[src/rtl/hazard_stall_ctrl_pkg.sv]
`default_nettype none
// +----------------------------------------------------------------------------+
// | hazard_stall_ctrl_pkg                                                       |
// | Shared pipeline types: stall-controller state encoding, zero register.      |
// | Revision: 1.0                                                               |
// +----------------------------------------------------------------------------+
package hazard_stall_ctrl_pkg;

    typedef enum logic [1:0] {
        RUN      = 2'd0,
        MEM_WAIT = 2'd1,
        FLUSH    = 2'd2
    } hz_state_t;

    localparam logic [4:0] REG_ZERO = 5'd0;

endpackage
`default_nettype wire

[src/rtl/hazard_stall_ctrl_load_use.sv]
`default_nettype none
// +----------------------------------------------------------------------------+
// | load_use_detect                                                             |
// | Combinational load-use dependency check between ID/EX and IF/ID.            |
// | Revision: 1.0                                                               |
// +----------------------------------------------------------------------------+
module load_use_detect
    import hazard_stall_ctrl_pkg::*;
(
    input  logic [4:0] i_rs1,
    input  logic [4:0] i_rs2,
    input  logic       i_uses_rs2,
    input  logic [4:0] i_rd,
    input  logic       i_memread,
    output logic       o_hit,
    output logic       o_match_a,
    output logic       o_match_b
);

    logic w_rd_live;

    assign w_rd_live = (i_rd != REG_ZERO);
    assign o_match_a = w_rd_live && (i_rd == i_rs1);
    assign o_match_b = w_rd_live && i_uses_rs2 && (i_rd == i_rs2);
    assign o_hit     = i_memread && (o_match_a || o_match_b);

endmodule
`default_nettype wire

[src/rtl/hazard_stall_ctrl.sv]
`default_nettype none
// +----------------------------------------------------------------------------+
// | hazard_stall_ctrl                                                           |
// | Pipeline stall/flush controller; optional stall counter under               |
// | HAZ_STALL_CNT_EN.                                                           |
// | Revision: 1.0                                                               |
// +----------------------------------------------------------------------------+
module hazard_stall_ctrl
    import hazard_stall_ctrl_pkg::*;
(
    input  logic        clk,
    input  logic        rst,
    input  logic [4:0]  rs1_ifid,
    input  logic [4:0]  rs2_ifid,
    input  logic        uses_rs2_ifid,
    input  logic [4:0]  rd_idex,
    input  logic        memread_idex,
    input  logic        memread_exmem,
    input  logic        mem_ready,
    input  logic        branch_taken_ex,
    output logic        pc_write,
    output logic        ifid_write,
    output logic        ifid_flush,
    output logic        idex_bubble,
    output logic        exmem_hold,
    output logic        hazard_A_EXMEM,
    output logic        hazard_B_EXMEM
`ifdef HAZ_STALL_CNT_EN
    ,
    output logic [31:0] stall_cnt
`endif
);

    hz_state_t r_state;
    hz_state_t w_state_nxt;
    logic      w_hit;
    logic      w_match_a;
    logic      w_match_b;
    logic      w_mem_hold;
    logic      w_take_flush;
    logic      w_lu_stall;
    logic      r_haz_a;
    logic      r_haz_b;

    load_use_detect u_load_use_detect (
        .i_rs1      (rs1_ifid),
        .i_rs2      (rs2_ifid),
        .i_uses_rs2 (uses_rs2_ifid),
        .i_rd       (rd_idex),
        .i_memread  (memread_idex),
        .o_hit      (w_hit),
        .o_match_a  (w_match_a),
        .o_match_b  (w_match_b)
    );

    // A waiting load keeps the hold until mem_ready, even if memread_exmem drops.
    // The release cycle of MEM_WAIT behaves like RUN; only FLUSH masks events.
    assign w_mem_hold   = !mem_ready && (memread_exmem || (r_state == MEM_WAIT));
    assign w_take_flush = !w_mem_hold && (r_state != FLUSH) && branch_taken_ex;
    assign w_lu_stall   = !w_mem_hold && (r_state != FLUSH) && !branch_taken_ex && w_hit;

    always_ff @(posedge clk or negedge rst) begin
        if (!rst) begin
            r_state <= RUN;
        end else begin
            r_state <= w_state_nxt;
        end
    end

    always_comb begin
        w_state_nxt = RUN;
        if (w_mem_hold) begin
            w_state_nxt = MEM_WAIT;
        end else if (w_take_flush) begin
            w_state_nxt = FLUSH;
        end
    end

    always_comb begin
        pc_write    = 1'b1;
        ifid_write  = 1'b1;
        ifid_flush  = 1'b0;
        idex_bubble = 1'b0;
        exmem_hold  = 1'b0;
        if (rst) begin
            if (w_mem_hold) begin
                pc_write   = 1'b0;
                ifid_write = 1'b0;
                exmem_hold = 1'b1;
            end else if (w_take_flush) begin
                ifid_flush  = 1'b1;
                idex_bubble = 1'b1;
            end else if (w_lu_stall) begin
                pc_write    = 1'b0;
                ifid_write  = 1'b0;
                idex_bubble = 1'b1;
            end
        end
    end

    // Flags capture at the stall, survive further stalls, drop after one free cycle.
    always_ff @(posedge clk or negedge rst) begin
        if (!rst) begin
            r_haz_a <= 1'b0;
            r_haz_b <= 1'b0;
        end else if (w_lu_stall) begin
            r_haz_a <= w_match_a;
            r_haz_b <= w_match_b;
        end else if (pc_write) begin
            r_haz_a <= 1'b0;
            r_haz_b <= 1'b0;
        end
    end

    assign hazard_A_EXMEM = r_haz_a;
    assign hazard_B_EXMEM = r_haz_b;

`ifdef HAZ_STALL_CNT_EN
    logic [31:0] r_stall_cnt;

    always_ff @(posedge clk or negedge rst) begin
        if (!rst) begin
            r_stall_cnt <= 32'd0;
        end else if (!pc_write && (r_stall_cnt != 32'hFFFF_FFFF)) begin
            r_stall_cnt <= r_stall_cnt + 32'd1;
        end
    end

    assign stall_cnt = r_stall_cnt;
`endif

endmodule
`default_nettype wire

[config.mk]
export PLATFORM = sky130hd
export DESIGN_NAME = hazard_stall_ctrl
export DESIGN_NICKNAME = d
export VERILOG_FILES = /design/src/rtl/hazard_stall_ctrl_pkg.sv /design/src/rtl/hazard_stall_ctrl_load_use.sv /design/src/rtl/hazard_stall_ctrl.sv
export SDC_FILE = /design/constraint.sdc
export NUM_CORES = 1
export LEC_CHECK = 0
export ABC_CLOCK_PERIOD_IN_PS = 1340
export CAP_MARGIN = 5
export CORE_AREA = 3 3 40 42
export DETAILED_ROUTE_END_ITERATION = 12
export DIE_AREA = 0 0 43 45
export MAX_ROUTING_LAYER = met4
export PLACE_DENSITY = 0.7
export REMOVE_ABC_BUFFERS = 1
export SYNTH_ARGS = -nofsm -noshare
export SYNTH_HDL_FRONTEND = slang
export SYNTH_SLANG_ARGS = --single-unit
export TNS_END_PERCENT = 50
[constraint.sdc]
create_clock -name clk -period 1.34 [get_ports clk]
set_input_delay 0.134 -clock clk [delete_from_list [all_inputs] [get_ports clk]]
set_output_delay 0.134 -clock clk [all_outputs]
set_load 0.02 [all_outputs]
==> metrics.txt <==
leading cell type in the layout, fill and taps excluded=clkdlybuf4s50_1; LEAKAGE=0.378 nW; headroom to the max-slew limit=77.5%; Crit path arrival time=1600 ps; vias in the first global route=443; VDD IR max=0.000239 V; flop-to-flop setup slack=-10 ps; Port Buf Inserts=28; gp weighted congestion=0.713; P_sw=123 uW; Vias per Instance=4.75; Pint=341 uW; hold buffers post-CTS=0; DR vias=423; Setup violations, final=6; share of cells above drive strength 1=33.8%; Reg2Reg Launch Point=r_state[1]; Fillers=120; FF-to-FF path depth=5; I/O Pins=29; antenna violations before repair=0; worst hold slack=176 ps; H-tree level count=1; Detail Placement HPWL=836 um; Clk Latency, worst-skew pair=230 ps; GRT Total Usage=12.0%; Worst Setup Slack, final=-390 ps; area grow syn2layout=122%; warnings from Yosys=0; failing checks=setup timing; part of the power in registers=28.0%; clock-pin slew on the worst setup and hold paths=30 ps; CP max FO=4; post-route setup TNS=-1580 ps; post-synth cell types=22; die area=0.00194 mm2; Post-Layout Cell Count=89; diodes inserted=0; ANT nets after route=0; Power Dens Cells=602 mW/mm2; Detailed Route WL=1100 um; dpl cells=84; Die X-Extent=43 um; initial core utilization=27.0%; Iter 0 DRT Violations=0; clk buf depth=2; CTS Buf Count=3; endpoint class of the critical path=output port; Least-Margin Pin Slew=336 ps; DRC=0; switching share of power=26.6%; GR Overflow Total=0; Crit Reg-Reg Endpoint=hazard_B_EXMEM; nets=98; FF+latch count, synth=4; wire length of the first global-routing pass=1690 um; syn_area_per_cell=9.37 um2; # rows=13; most frequent cells in the layout=clkdlybuf4s50_1 (18), xor2_1 (9), buf_4 (7); Hold Vio Cnt, Final=0; worst min-delay path category=input port to async pin; Sink Count=4; Logic pwr share=40.7%; Die Y=45 um; Pre-antenna DRT Iters=1; Final period util=129%; Final Power=464 uW; Crit Path Category=register to output port; outcome=finished with violations; fmax=578 MHz; largest net degree at the start of global routing=9; Slew Limit Fails=0; Cell Area, Synth=347 um2; CORE AREA=0.00128 mm2; CP required=1210 ps; Clk pwr share=31.2%; Max-Cap Viols=0; Period minus WS final=1730 ps; sequential cell area fraction in the yosys report=28.9%; Critical Path Start Type=register; Wirelength per Cell=12.4 um; clk_skew=3.21 ps; root buffer selected by CTS=clkbuf_4; RSZ-0062 raised after global routing=yes; Syn Inst Count=37; CTS tree=yes
-- critical path, stage by stage (launching register included) --
cell,delay [ps]
dfrtp_1,370
nand2b_4,140
o211a_4,240
and4_4,170
o31a_1,310
buf_6,130
-- cell families after synthesis --
group / after synthesis / share of synthesized area (%)
XOR/XNOR: 10 / 25.3
buffers and inverters: 2 / 3.25
flip-flops: 4 / 28.9
AND/OR/NAND/NOR: 15 / 28.9
AO/OA/AOI/OAI: 6 / 13.7
-- synthesized netlist by cell type, drive strengths merged --
cell    instances  area, um2
nor3            2       10.0
o211a           1       10.0
a21o            2       16.3
dfrtp           4        100
nand2b          3       18.8
xor2            9       78.8
buf             1       7.51
nor4            1       6.26
o31a            1       8.76
nor4b           1       8.76
o31ai           1       7.51
and4            2       20.0
and4b           1       10.0
nand2           1       3.75
a21oi           1       5.00
inv             1       3.75
nor2            1       3.75
xnor2           1       8.76
and3            1       6.26
and2            2       12.5
-- area by class of cell --
| type | instances | area, um2 | share of cell area (%) |
|---|---|---|---|
| Inverter | 1 | 3.75 | 0.487 |
| Multi-Input combinational cell | 31 | 288 | 37.3 |
| Timing Repair Buffer | 35 | 338 | 43.8 |
| Tap cell | 15 | 18.8 | 2.44 |
| Clock buffer | 3 | 22.5 | 2.92 |
| Sequential cell | 4 | 100 | 13.0 |
-- power by group through the flow --
stage	sequential, mW	combinational (mW)	clock (mW)
floorplan	0.130	0.0572	0
CTS	0.130	0.172	0.155
global route	0.131	0.204	0.156
finish	0.130	0.189	0.145
detailed placement	0.130	0.166	0
global placement	0.130	0.165	0
-- how the worst max path moves through the flow --
stage	slack [ps]	cells past startpoint	end	from
6_report	-390	5	idex_bubble	r_state[1]
3_5_place_dp	-940	6	pc_write	rd_idex[2]
2_1_floorplan	-700	4	ifid_write	r_state[1]
4_1_cts	-420	5	idex_bubble	r_state[1]
5_1_grt	-440	5	idex_bubble	r_state[1]
3_3_place_gp	-930	6	ifid_write	rd_idex[2]
-- metrics by stage --
stage | cell area [um2] | worst slack, ps | util [%]
after global routing | 771 | -441 | 60.0
after global placement | 676 | -928 | 52.6
after CTS | 727 | -423 | 56.6
final | 771 | -390 | 60.0
after floorplan | 339 | -696 | -
after detailed placement | 676 | -940 | 52.6
-- flip-flops by register name (all words and copies together) (netlist names) --
signal,cells
hazard_A_EXMEM,1
r_state,2
hazard_B_EXMEM,1
-- per-layer routing --
metal  share of wire (%)  GRT usage (%)  vias up
li1                    -              -      208
met1                  36           12.1      193
met2                  58           22.2       22
met3                 6.2          0.398        0
met4                   0           9.04        0
met5                   0              -        -
-- repair_timing --
action                     4_1_cts  5_1_grt
setup endpoints to repair        6        8
pin swaps                        6        5
setup buffers                    1        1
gates resized for setup         33        8
No activity file was read; power rests on OpenSTA's default activity.
